--- src/rtl/i2c_sys_pkg.sv ---
// Shared definitions for the I2C burst controller: core register map, CR/SR bits,
// FSM/phase encodings, error codes and the Wishbone request bundle.
package i2c_sys_pkg;
  localparam logic [2:0] REG_PRER_LO = 3'd0;
  localparam logic [2:0] REG_PRER_HI = 3'd1;
  localparam logic [2:0] REG_CTR     = 3'd2;
  localparam logic [2:0] REG_TXR     = 3'd3;  // RXR on read
  localparam logic [2:0] REG_CR      = 3'd4;  // SR on read

  localparam logic [7:0] CTR_EN  = 8'h80;
  localparam logic [7:0] CR_STA  = 8'h80;
  localparam logic [7:0] CR_STO  = 8'h40;
  localparam logic [7:0] CR_RD   = 8'h20;
  localparam logic [7:0] CR_WR   = 8'h10;
  localparam logic [7:0] CR_NACK = 8'h08;

  localparam int SR_RXACK = 7;
  localparam int SR_AL    = 5;
  localparam int SR_TIP   = 1;

  typedef enum logic [1:0] {ERR_OK, ERR_NACK, ERR_AL, ERR_TMO} err_t;

  typedef enum logic [3:0] {
    IDLE, INIT_LO, INIT_HI, INIT_CTR, LD_TXR, WR_CR, POLL_SR, RD_RXR, STOP, FIN
  } state_t;

  typedef enum logic [1:0] {PH_SLA_W, PH_ADDR, PH_SLA_R, PH_DATA} phase_t;

  typedef struct packed {
    logic       we;
    logic [2:0] addr;
    logic [7:0] data;
  } wb_req_t;
endpackage

--- src/rtl/i2c_wb_xfer.sv ---
// Single Wishbone read/write: registered bus signals held until ack or timeout,
// one-cycle done pulse with ok/tmo status and captured read data.
module i2c_wb_xfer
  import i2c_sys_pkg::*;
#(
  parameter int TMO_CYCLES = 4096
) (
  input  logic       clk,
  input  logic       rst,
  input  logic       req,
  input  wb_req_t    cmd,
  output logic       done,
  output logic       ok,
  output logic       tmo,
  output logic [7:0] rdata,
  output logic [2:0] wb_addr,
  output logic [7:0] wb_wr_data,
  input  logic [7:0] wb_rd_data,
  output logic       wb_we,
  output logic       wb_stb,
  output logic       wb_cyc,
  input  logic       wb_ack
);
  localparam int CW = $clog2(TMO_CYCLES + 1);

  logic [CW-1:0] cnt;

  always_ff @(posedge clk or negedge rst) begin
    if (!rst) begin
      done <= 1'b0; ok <= 1'b0; tmo <= 1'b0; rdata <= '0; cnt <= '0;
      wb_addr <= '0; wb_wr_data <= '0; wb_we <= 1'b0; wb_stb <= 1'b0; wb_cyc <= 1'b0;
    end else begin
      done <= 1'b0;
      if (wb_cyc) begin
        if (wb_ack || cnt == CW'(TMO_CYCLES - 1)) begin
          wb_cyc <= 1'b0; wb_stb <= 1'b0; wb_we <= 1'b0;
          done   <= 1'b1;
          ok     <= wb_ack;
          tmo    <= !wb_ack;
          if (wb_ack) rdata <= wb_rd_data;
        end else begin
          cnt <= cnt + 1'b1;
        end
      end else if (req && !done) begin
        // the done cycle is always bus-idle, so back-to-back requests get a gap
        wb_cyc <= 1'b1; wb_stb <= 1'b1; wb_we <= cmd.we;
        wb_addr <= cmd.addr; wb_wr_data <= cmd.data;
        cnt <= '0;
      end
    end
  end
endmodule

--- src/rtl/i2c_burst_ctrl.sv ---
// Burst read/write sequencer driving an OpenCores-style I2C master over Wishbone.
// Init runs once after reset; each byte is TXR load, CR write, then SR polling.
module i2c_burst_ctrl
  import i2c_sys_pkg::*;
#(
  parameter logic [15:0] PRESCALE   = 16'h00C8,
  parameter int          MAX_BYTES  = 8,
  parameter int          ADDR_BYTES = 1,
  parameter int          TMO_CYCLES = 4096,
  localparam int         LW         = $clog2(MAX_BYTES) + 1
) (
  input  logic                   clk,
  input  logic                   rst,
  input  logic                   start,
  input  logic                   rnw,
  input  logic [6:0]             slave_addr,
  input  logic [15:0]            mem_addr,
  input  logic [LW-1:0]          len,
  input  logic [8*MAX_BYTES-1:0] wr_data,
  output logic                   busy,
  output logic                   done,
  output logic [1:0]             err,
  output logic                   rd_valid,
  output logic [7:0]             rd_data,
  output logic [2:0]             wb_addr,
  output logic [7:0]             wb_wr_data,
  input  logic [7:0]             wb_rd_data,
  output logic                   wb_we,
  output logic                   wb_stb,
  output logic                   wb_cyc,
  input  logic                   wb_ack,
  input  logic                   wb_inta
);
  localparam int TW = $clog2(TMO_CYCLES + 1);

  state_t                 state, nxt, adv;
  phase_t                 phase;
  err_t                   err_q;
  logic                   init_done, pend, stopping, rnw_q;
  logic [6:0]             sa_q;
  logic [15:0]            ma_q;
  logic [8*MAX_BYTES-1:0] wd_q;
  logic [LW-1:0]          cnt, len_eff;
  logic [1:0]             acnt;
  logic [TW-1:0]          tip_cnt;
  logic                   req, x_done, x_ok, x_tmo, last, wr_dir, tip_exp;
  logic [7:0]             sr, txr_val, cr_val;
  wb_req_t                cmd;
  logic                   unused_bits;

  assign unused_bits = ^{sr[6], sr[4:2], sr[0], wb_inta};
  assign last    = (cnt == LW'(1));
  assign wr_dir  = !(rnw_q && phase == PH_DATA);
  assign tip_exp = (tip_cnt >= TW'(TMO_CYCLES - 1));
  assign err     = err_q;

  always_comb begin
    len_eff = len;
    if (len == '0)                    len_eff = LW'(1);
    else if (len > LW'(MAX_BYTES))    len_eff = LW'(MAX_BYTES);
  end

  always_comb begin
    txr_val = wd_q[7:0];
    cr_val  = CR_WR;
    case (phase)
      PH_SLA_W: begin txr_val = {sa_q, 1'b0}; cr_val = CR_STA | CR_WR; end
      PH_ADDR:  txr_val = (acnt == 2'd2) ? ma_q[15:8] : ma_q[7:0];
      PH_SLA_R: begin txr_val = {sa_q, 1'b1}; cr_val = CR_STA | CR_WR; end
      default:  cr_val = rnw_q ? (last ? (CR_RD | CR_NACK | CR_STO) : CR_RD)
                               : (last ? (CR_STO | CR_WR) : CR_WR);
    endcase
  end

  // where a successfully completed byte phase goes next
  always_comb begin
    case (phase)
      PH_SLA_R: adv = WR_CR;
      PH_DATA:  adv = rnw_q ? RD_RXR : (last ? FIN : LD_TXR);
      default:  adv = LD_TXR;
    endcase
  end

  always_ff @(posedge clk or negedge rst) begin
    if (!rst) state <= IDLE;
    else      state <= nxt;
  end

  always_comb begin
    nxt = state;
    case (state)
      IDLE: if (start) nxt = init_done ? LD_TXR : INIT_LO;
      FIN:  nxt = IDLE;
      default:
        if (x_done) begin
          if (!x_ok) nxt = FIN;
          else case (state)
            INIT_LO:  nxt = INIT_HI;
            INIT_HI:  nxt = INIT_CTR;
            INIT_CTR: nxt = LD_TXR;
            LD_TXR:   nxt = WR_CR;
            WR_CR:    nxt = POLL_SR;
            STOP:     nxt = POLL_SR;
            RD_RXR:   nxt = last ? FIN : WR_CR;
            POLL_SR:
              if (sr[SR_AL])                   nxt = FIN;
              else if (sr[SR_TIP])             nxt = tip_exp ? FIN : POLL_SR;
              else if (stopping)               nxt = FIN;
              else if (wr_dir && sr[SR_RXACK]) nxt = STOP;
              else                             nxt = adv;
            default:  nxt = FIN;
          endcase
        end
    endcase
  end

  always_comb begin
    busy = !(state == IDLE || state == FIN);
    done = (state == FIN);
    req  = busy && !pend;
    cmd  = '{we: 1'b1, addr: REG_CR, data: 8'h00};
    case (state)
      INIT_LO:  cmd = '{we: 1'b1, addr: REG_PRER_LO, data: PRESCALE[7:0]};
      INIT_HI:  cmd = '{we: 1'b1, addr: REG_PRER_HI, data: PRESCALE[15:8]};
      INIT_CTR: cmd = '{we: 1'b1, addr: REG_CTR,     data: CTR_EN};
      LD_TXR:   cmd = '{we: 1'b1, addr: REG_TXR,     data: txr_val};
      WR_CR:    cmd = '{we: 1'b1, addr: REG_CR,      data: cr_val};
      STOP:     cmd = '{we: 1'b1, addr: REG_CR,      data: CR_STO};
      POLL_SR:  cmd = '{we: 1'b0, addr: REG_CR,      data: 8'h00};
      RD_RXR:   cmd = '{we: 1'b0, addr: REG_TXR,     data: 8'h00};
      default:  ;
    endcase
  end

  always_ff @(posedge clk or negedge rst) begin
    if (!rst) begin
      init_done <= 1'b0; pend <= 1'b0; stopping <= 1'b0; rnw_q <= 1'b0;
      phase <= PH_SLA_W; err_q <= ERR_OK; sa_q <= '0; ma_q <= '0; wd_q <= '0;
      cnt <= '0; acnt <= '0; tip_cnt <= '0; rd_valid <= 1'b0; rd_data <= '0;
    end else begin
      rd_valid <= 1'b0;
      if (x_done)   pend <= 1'b0;
      else if (req) pend <= 1'b1;
      if (state != POLL_SR) tip_cnt <= '0;
      else if (!tip_exp)    tip_cnt <= tip_cnt + 1'b1;
      if (state == IDLE && start) begin
        rnw_q <= rnw; sa_q <= slave_addr; ma_q <= mem_addr; wd_q <= wr_data;
        cnt <= len_eff; acnt <= 2'(ADDR_BYTES);
        phase <= PH_SLA_W; stopping <= 1'b0; err_q <= ERR_OK;
      end
      if (state == RD_RXR && wb_cyc && wb_ack) begin
        rd_valid <= 1'b1;
        rd_data  <= wb_rd_data;
      end
      if (x_done) begin
        if (x_tmo) err_q <= ERR_TMO;
        else case (state)
          INIT_CTR: init_done <= 1'b1;
          STOP:     stopping  <= 1'b1;
          RD_RXR:   if (!last) cnt <= cnt - 1'b1;
          POLL_SR:
            if (sr[SR_AL]) err_q <= ERR_AL;
            else if (sr[SR_TIP]) begin
              if (tip_exp) err_q <= ERR_TMO;
            end else if (!stopping) begin
              if (wr_dir && sr[SR_RXACK]) err_q <= ERR_NACK;
              else case (phase)
                PH_SLA_W: phase <= PH_ADDR;
                PH_ADDR:
                  if (acnt == 2'd1) phase <= rnw_q ? PH_SLA_R : PH_DATA;
                  else              acnt  <= acnt - 1'b1;
                PH_SLA_R: phase <= PH_DATA;
                default:
                  if (!rnw_q && !last) begin
                    cnt  <= cnt - 1'b1;
                    wd_q <= wd_q >> 8;
                  end
              endcase
            end
          default: ;
        endcase
      end
    end
  end

  i2c_wb_xfer #(.TMO_CYCLES(TMO_CYCLES)) u_xfer (
    .clk(clk), .rst(rst), .req(req), .cmd(cmd),
    .done(x_done), .ok(x_ok), .tmo(x_tmo), .rdata(sr),
    .wb_addr(wb_addr), .wb_wr_data(wb_wr_data), .wb_rd_data(wb_rd_data),
    .wb_we(wb_we), .wb_stb(wb_stb), .wb_cyc(wb_cyc), .wb_ack(wb_ack)
  );
endmodule

--- config.mk ---
export PLATFORM = sky130hd
export DESIGN_NAME = i2c_burst_ctrl
export DESIGN_NICKNAME = d
export VERILOG_FILES = /design/src/rtl/i2c_sys_pkg.sv /design/src/rtl/i2c_wb_xfer.sv /design/src/rtl/i2c_burst_ctrl.sv
export SDC_FILE = /design/constraint.sdc
export NUM_CORES = 1
export LEC_CHECK = 0
export ABC_AREA = 1
export ABC_CLOCK_PERIOD_IN_PS = 2300
export CORE_ASPECT_RATIO = 1.4
export CORE_UTILIZATION = 50
export CTS_CLUSTER_DIAMETER = 80
export DETAILED_ROUTE_END_ITERATION = 16
export DONT_BUFFER_PORTS = 1
export HOLD_SLACK_MARGIN = 0.02
export MAX_ROUTING_LAYER = met4
export PLACE_DENSITY = 0.61
export SLEW_MARGIN = 20
export SYNTH_ARGS = -nofsm -noshare
export SYNTH_HDL_FRONTEND = slang
export SYNTH_SLANG_ARGS = --single-unit
--- constraint.sdc ---
create_clock -name clk -period 2.3 [get_ports clk]
set_input_delay 0.345 -clock clk [delete_from_list [all_inputs] [get_ports clk]]
set_output_delay 0.345 -clock clk [all_outputs]
set_load 0.005 [all_outputs]
==> results.sh, run 1 <==
export IMPL_outcome="complete, but fails checks"
export IMPL_violations="negative hold slack"
export IMPL_rsz0062_at_grt="false"
export IMPL_instances_no_fill=1255
export IMPL_p_int_uw=6370
export IMPL_ctsHoldBuffers=7
export IMPL_cts_tree="yes"
export IMPL_p_clk_share_pct=26.8
export IMPL_drive_gt1_share_pct=8.98
export IMPL_area_delta_synth_final_pct=9.52
export IMPL_synth_area_per_cell_um2=7.84
export IMPL_total_power_uw=9770
export IMPL_arrival_ns=2.33
export IMPL_fin_crit_sh_pct=86.5
export IMPL_synth_edf_count=0
export IMPL_die_area_um2=16800
export IMPL_clockBufferDepth=2
export IMPL_yosys_warnings=0
export IMPL_powerDensity_nw_per_um2=1090
export IMPL_coreArea_um2=15700
export IMPL_place_area_um2=8310
export IMPL_num_vias=6481
export IMPL_post_dp_hpwl_um=13300
export IMPL_gp_congestion=0.849
export IMPL_worst_setup_path_type="reg -> reg"
export IMPL_cap_violations=0
export IMPL_finalHoldViolations=160
export IMPL_topRoutingLayerUsed="met4"
export IMPL_cts_htree_levels=4
export IMPL_timing_hold_ws_ns=-0.390
export IMPL_stdcell_area_um2=8940
export IMPL_final_max_slew_viol_count=0
export IMPL_drcViolationCount=0
export IMPL_timing_fmax_mhz=502
export IMPL_pwr_share_seq_pct=43.2
export IMPL_final_nets=1157
export IMPL_placementRows=54
export IMPL_nFillCells=1546
export IMPL_switching_share_pct=34.8
export IMPL_synth_flop_cell="dfrtp_1"
export IMPL_clock_sinks=160
export IMPL_die_h_um=153
export IMPL_drt_initial_drc_count=381
export IMPL_crit_path_end_kind="register"
export IMPL_worstSkewPairLatency_ns=0.43
export IMPL_yosysUniqueCellTypes=43
export IMPL_setup_slack_ns=0.310
export IMPL_p_comb_share_pct=30.0
export IMPL_required_ns=2.64
export IMPL_start_kind="register"
export IMPL_setup_viol=0
export IMPL_path_clk_slew_ns=0.06
export IMPL_dp_cells=1215
export IMPL_synth_area_um2=8160
export IMPL_grt_use_total_pct=24.8
export IMPL_grt_overflow=0
export IMPL_io_pins=132
export IMPL_ys_ff_latch=160
export IMPL_grt_pass1_vias=6315
export IMPL_vias_per_cell=5.16
export IMPL_syn_num_nets=1153
export IMPL_pre_cts_slack_ns=0.269
export IMPL_ant_nets=0
export IMPL_dr_wl_met2_um=9560
export IMPL_p_switching_uw=3400
export IMPL_cts_inserted_buffers=17
export IMPL_cts_setup_buffers=0
export IMPL_wl_met1_um=8040
export IMPL_total_leakage_power_uw=0.00438
export IMPL_portBuffers=0
export IMPL_antenna_found_initial=1
export IMPL_syn_instance_count=1041
export IMPL_cts_resized=0
export IMPL_die_w_um=110
export IMPL_vdd_drop_max_v=0.000564
export IMPL_dr_pass1_iters=5
export IMPL_detail_route_wl_per_cell_um=14.8
export IMPL_skew_ns=0.0210
export IMPL_synthArstFlopShare_pct=100
export IMPL_wl_um=18600
export IMPL_min_period_ns=1.99
export IMPL_initial_core_util_pct=51.8
export IMPL_grt_pass1_wl_um=31200
export IMPL_crit_fanout=11
export IMPL_grt_max_degree=161
export IMPL_hold_path_class="in -> async"
export IMPL_cts_root_buf="clkbuf_16"
export IMPL_ys_seq_area_share_pct=49.1
export IMPL_relSlewSlack_pct=59.4
export IMPL_fin_tns_setup_ns=0
export IMPL_worst_pin_slew_ns=0.603
export IMPL_wl_met3_um=695
## worst paths after layout
path                               startpoint                    to  slack, ns  depth (start not counted)
worst max-delay path                 state[1]  u_xfer.wb_wr_data[1]       0.31                          8
worst min-delay path                      rst  u_xfer.wb_wr_data[1]      -0.39                          0
worst max register to register       state[1]  u_xfer.wb_wr_data[1]       0.31                          8
worst min register to register        sa_q[3]               sa_q[3]       0.48                          2
max in group asynchronous                 rst              wd_q[50]       2.49                          0
min in group clk                slave_addr[0]               sa_q[0]       0.04                          2
## placed cells by master (no fill, tap or decap), types with 4 or more instances in the layout
master,netlist,layout
nand4_1,5,5
o21ai_0,111,111
dfrtp_1,160,160
inv_1,133,133
inv_2,7,6
ha_1,7,7
dlygate4sd3_1,0,7
nor3_1,13,13
nand2_1,338,337
o31ai_1,5,5
nand3_1,41,41
o21ai_1,38,38
clkbuf_16,0,17
clkinv_2,0,5
o21a_1,4,4
clkinv_4,0,4
a21oi_1,28,28
buf_12,0,5
xor2_1,6,6
o21ai_2,26,26
nor2_1,51,51
buf_4,2,11
## kinds of logic after synthesis
family | Yosys count | synth area share [%]
compound gates | 226 | 15.8
fa+ha+maj | 7 | 1.07
flops | 160 | 49.1
simple gates | 463 | 23.4
buf+inv | 178 | 9.94
xor+xnor | 7 | 0.751
## state kept, by name, summed over array words and instances (netlist names), 3 cells and up
signal / cells
wd_q: 64
ma_q: 16
tip_cnt: 13
u_xfer.cnt: 13
rd_data: 8
u_xfer.wb_wr_data: 8
sa_q: 7
cnt: 4
state: 4
u_xfer.rdata: 3
u_xfer.wb_addr: 3
## power by group through the flow
stage               Sequential [µW]  Combinational, µW  Clock [µW]
finish                         4230               2930        2610
global route                   4330               3430        2800
CTS                            4230               2970        2700
detailed placement             4270               2950           0
global placement               4250               2890           0
floorplan                      4140               2350           0
## synth_stat cells (5+ instances only)
cell        n  share of area (%)
ha_1        7                1.1
nor2_1     51                2.3
o31ai_1     5               0.46
nand4_1     5               0.38
inv_2       7               0.32
inv_1     133                6.1
nor3_1     13               0.80
o21ai_1    38                2.3
buf_6      17                2.3
buf_2       5               0.31
dfrtp_1   160                 49
xor2_1      6               0.64
clkbuf_1   12               0.55
o21ai_0   111                6.8
nand3_1    41                2.5
a21oi_1    28                1.7
o21ai_2    26                2.8
nand2_1   338                 16
## metal layers
metal  GRT usage [%]  vias up
li1                -     3313
met1            30.7     3033
met2            39.8      121
met3            4.90       14
met4            8.63        0
met5               -        -
## critical path, cell delays in order, from the launching register on
cell and delay (ns):
dfrtp_1 0.47, nor2_1 0.12, nand3_1 0.11, inv_2 0.07
nor2_4 0.16, nand4_2 0.23, inv_1 0.37, nand2_1 0.15
o21ai_0 0.21
## final cells by class
cell class	count	area [µm²]	area share [%]
diodes	1	2.50	0.0280
clock buffers	20	467	5.22
clock inverters	12	85.1	0.952
inverters	140	528	5.91
multi-input cells	703	3350	37.5
flip-flops and latches	160	4000	44.8
well taps	196	245	2.74
repair buffers	23	253	2.83
## per-stage QoR
| stage | hold WS (ns) | util (%) |
|---|---|---|
| 2_1_floorplan | 0.0494 | - |
| 3_3_place_gp | 0.0548 | 52.8 |
| 3_5_place_dp | 0.0537 | 52.8 |
| 4_1_cts | -0.405 | 56.7 |
| 5_1_grt | -0.413 | 56.8 |
| 6_report | -0.390 | 56.8 |
No activity file was read; power rests on OpenSTA's default activity.
==> run 2, diff against run 1 <==
--- a/config.mk
+++ b/config.mk
@@ -7,14 +7,17 @@
 export LEC_CHECK = 0
 export ABC_AREA = 1
 export ABC_CLOCK_PERIOD_IN_PS = 2300
+export CELL_PAD_IN_SITES_DETAIL_PLACEMENT = 2
+export CELL_PAD_IN_SITES_GLOBAL_PLACEMENT = 2
 export CORE_ASPECT_RATIO = 1.4
-export CORE_UTILIZATION = 50
+export CORE_MARGIN = 1
+export CORE_UTILIZATION = 37
 export CTS_CLUSTER_DIAMETER = 80
 export DETAILED_ROUTE_END_ITERATION = 16
 export DONT_BUFFER_PORTS = 1
 export HOLD_SLACK_MARGIN = 0.02
 export MAX_ROUTING_LAYER = met4
-export PLACE_DENSITY = 0.61
+export PLACE_DENSITY = 0.76
 export SLEW_MARGIN = 20
 export SYNTH_ARGS = -nofsm -noshare
 export SYNTH_HDL_FRONTEND = slang
==> run 2 against run 1 <==
Effect of this change: the run still ends with negative hold slack left; hold slack worse by 0.0062 ns; critical path depth rose by 1; first-iteration DRC count is 39% lower; maximum frequency fell by 3.9%; via count is 6.7% higher; register-to-register slack got worse by 0.08 ns; power is 6.3% higher; sequential power is essentially flat; flip-flop and latch count stayed put; clock skew down 0.013 ns; design area rose by 3.1%.
==> results.sh, run 2 (synthesis results as in run 1) <==
export IMPL_detail_route_wl_per_cell_um=17.8
export IMPL_cts_tree="yes"
export IMPL_timing_hold_ws_ns=-0.396
export IMPL_relSlewSlack_pct=57.1
export IMPL_final_cell_mix="nand2_1, dfrtp_1, inv_1"
export IMPL_reg_top3="wd_q (64), ma_q (16)"
export IMPL_dr_pass1_iters=4
export IMPL_clockBufferDepth=2
export IMPL_fin_tns_setup_ns=0
export IMPL_setup_viol=0
export IMPL_io_pins=132
export IMPL_r2r_setup_slack_ns=0.23
export IMPL_drcViolationCount=0
export IMPL_drt_initial_drc_count=231
export IMPL_hold_path_class="in -> async"
export IMPL_finalHoldViolations=160
export IMPL_final_max_slew_viol_count=0
export IMPL_outcome="complete, but fails checks"
export IMPL_p_clk_share_pct=29.5
export IMPL_vdd_drop_max_v=0.000603
export IMPL_post_dp_hpwl_um=17200
export IMPL_die_h_um=178
export IMPL_crit_fanout=8
export IMPL_switching_share_pct=35.3
export IMPL_worstReg2RegStart="cnt[0]"
export IMPL_total_leakage_power_uw=0.00444
export IMPL_grt_overflow=0
export IMPL_cts_setup_buffers=0
export IMPL_largest_reg_flops=64
export IMPL_portBuffers=0
export IMPL_violations="negative hold slack"
export IMPL_cap_violations=0
export IMPL_drive_gt1_share_pct=9.47
export IMPL_postLayoutCoreUtil_pct=43.0
export IMPL_p_comb_share_pct=29.6
export IMPL_powerDensity_nw_per_um2=1130
export IMPL_skew_ns=0.00795
export IMPL_rsz0062_at_grt="false"
export IMPL_area_delta_synth_final_pct=12.9
export IMPL_placementRows=63
export IMPL_gp_congestion=0.795
export IMPL_p_int_uw=6720
export IMPL_path_clk_slew_ns=0.07
export IMPL_min_period_ns=2.07
export IMPL_nFillCells=2508
export IMPL_final_nets=1166
export IMPL_final_common_cell="nand2_1"
export IMPL_grt_use_total_pct=23.4
export IMPL_r2r_end="cnt[0]"
export IMPL_multi_input_area_um2=3360
export IMPL_crit_path_end_kind="register"
export IMPL_grt_max_degree=161
export IMPL_initial_core_util_pct=38.1
export IMPL_cts_root_buf="clkbuf_16"
export IMPL_clock_sinks=160
export IMPL_reg2reg_depth=9
export IMPL_fin_crit_sh_pct=90.0
export IMPL_grt_pass1_wl_um=39300
export IMPL_die_w_um=128
export IMPL_p_switching_uw=3660
export IMPL_coreArea_um2=21400
export IMPL_layout_area_seq_um2=4000
export IMPL_regMostFlops="wd_q"
export IMPL_ant_nets=0
export IMPL_arrival_ns=2.38
export IMPL_antenna_found_initial=0
export IMPL_die_area_um2=22700
export IMPL_pwr_share_seq_pct=40.9
export IMPL_cts_htree_levels=4
export IMPL_required_ns=2.61
export IMPL_vias_per_cell=5.09
export IMPL_wl_um=24100
export IMPL_start_kind="register"
export IMPL_cts_inserted_buffers=17
export IMPL_worst_pin_slew_ns=0.637
export IMPL_num_vias=6915
export IMPL_timing_fmax_mhz=483
export IMPL_grt_pass1_vias=7656
export IMPL_worstSkewPairLatency_ns=0.44
export IMPL_worst_setup_path_type="reg -> reg"
export IMPL_n_antenna_cell=0
run 2: cell types whose count changed in the layout (fill, tap and decap cells not counted), moves of 2 or more:
cell | before | now
dlygate4sd3_1 | 7 | 12
buf_4 | 11 | 16
clkinvlp_4 | 1 | 3
clkinv_4 | 4 | 2
clkbuf_8 | 3 | 1
bufinv_16 | 0 | 4
run 2: through the flow:
stage          cell area [µm²]  power (µW)  setup slack [ns]  instances
2_1_floorplan             8160        6490             0.614       1041
3_3_place_gp              8450        7160             0.243       1315
3_5_place_dp              8450        7390             0.211       1315
4_1_cts                   9190       10600             0.173       1358
5_1_grt                   9210       11200            0.0147       1359
6_report                  9210       10400             0.229       1359
run 2: routing by layer:
| layer | GRT usage, % | up-vias | share of wire (%) |
|---|---|---|---|
| met3 | 4.49 | 21 | 2.8 |
| li1 | - | 3327 | - |
| met5 | - | - | 0 |
| met4 | 7.29 | 0 | 1.4 |
| met2 | 42.0 | 98 | 54 |
| met1 | 25.9 | 3469 | 42 |
run 2: worst max-delay path by stage:
stage / from / endpoint / slack (ns) / cells after the start
2_1_floorplan: cnt[0] / wd_q[52] / 0.61 / 9
3_3_place_gp: cnt[0] / cnt[1] / 0.24 / 9
3_5_place_dp: cnt[1] / cnt[3] / 0.21 / 10
4_1_cts: cnt[0] / cnt[0] / 0.17 / 9
5_1_grt: cnt[1] / cnt[0] / 0.01 / 10
6_report: cnt[0] / cnt[0] / 0.23 / 9
run 2: area by class of cell:
cell class	count	share of cell area, %
Multi-Input combinational cell	703	36.5
Timing Repair Buffer	32	3.48
Clock buffer	18	4.77
Tap cell	292	3.97
Inverter	140	5.73
Clock inverter	14	2.05
Sequential cell	160	43.5
run 2: critical path, cell delays in order (launching register included):
cell and delay [ns]:
dfrtp_1 0.42, ha_1 0.21, nand3_1 0.14, inv_1 0.07, nor4_2 0.38, nand3_1 0.23
nand2_1 0.12, nand2_1 0.19, nand2_1 0.13, o21ai_1 0.07
run 2: timing repair:
action / 4_1_cts / 5_1_grt
endpoints found under the hold margin: 171 / 161
hold buffers: 11 / 1
resized for setup: 0 / 2
endpoints found under the setup margin: 0 / 6
run 2: power by group through the flow:
stage | clock network (µW) | registers (µW) | logic, µW
after floorplan | 0 | 4140 | 2350
after global placement | 0 | 4260 | 2910
after detailed placement | 0 | 4310 | 3080
after CTS | 3150 | 4270 | 3160
after global routing | 3240 | 4360 | 3570
final | 3060 | 4250 | 3070
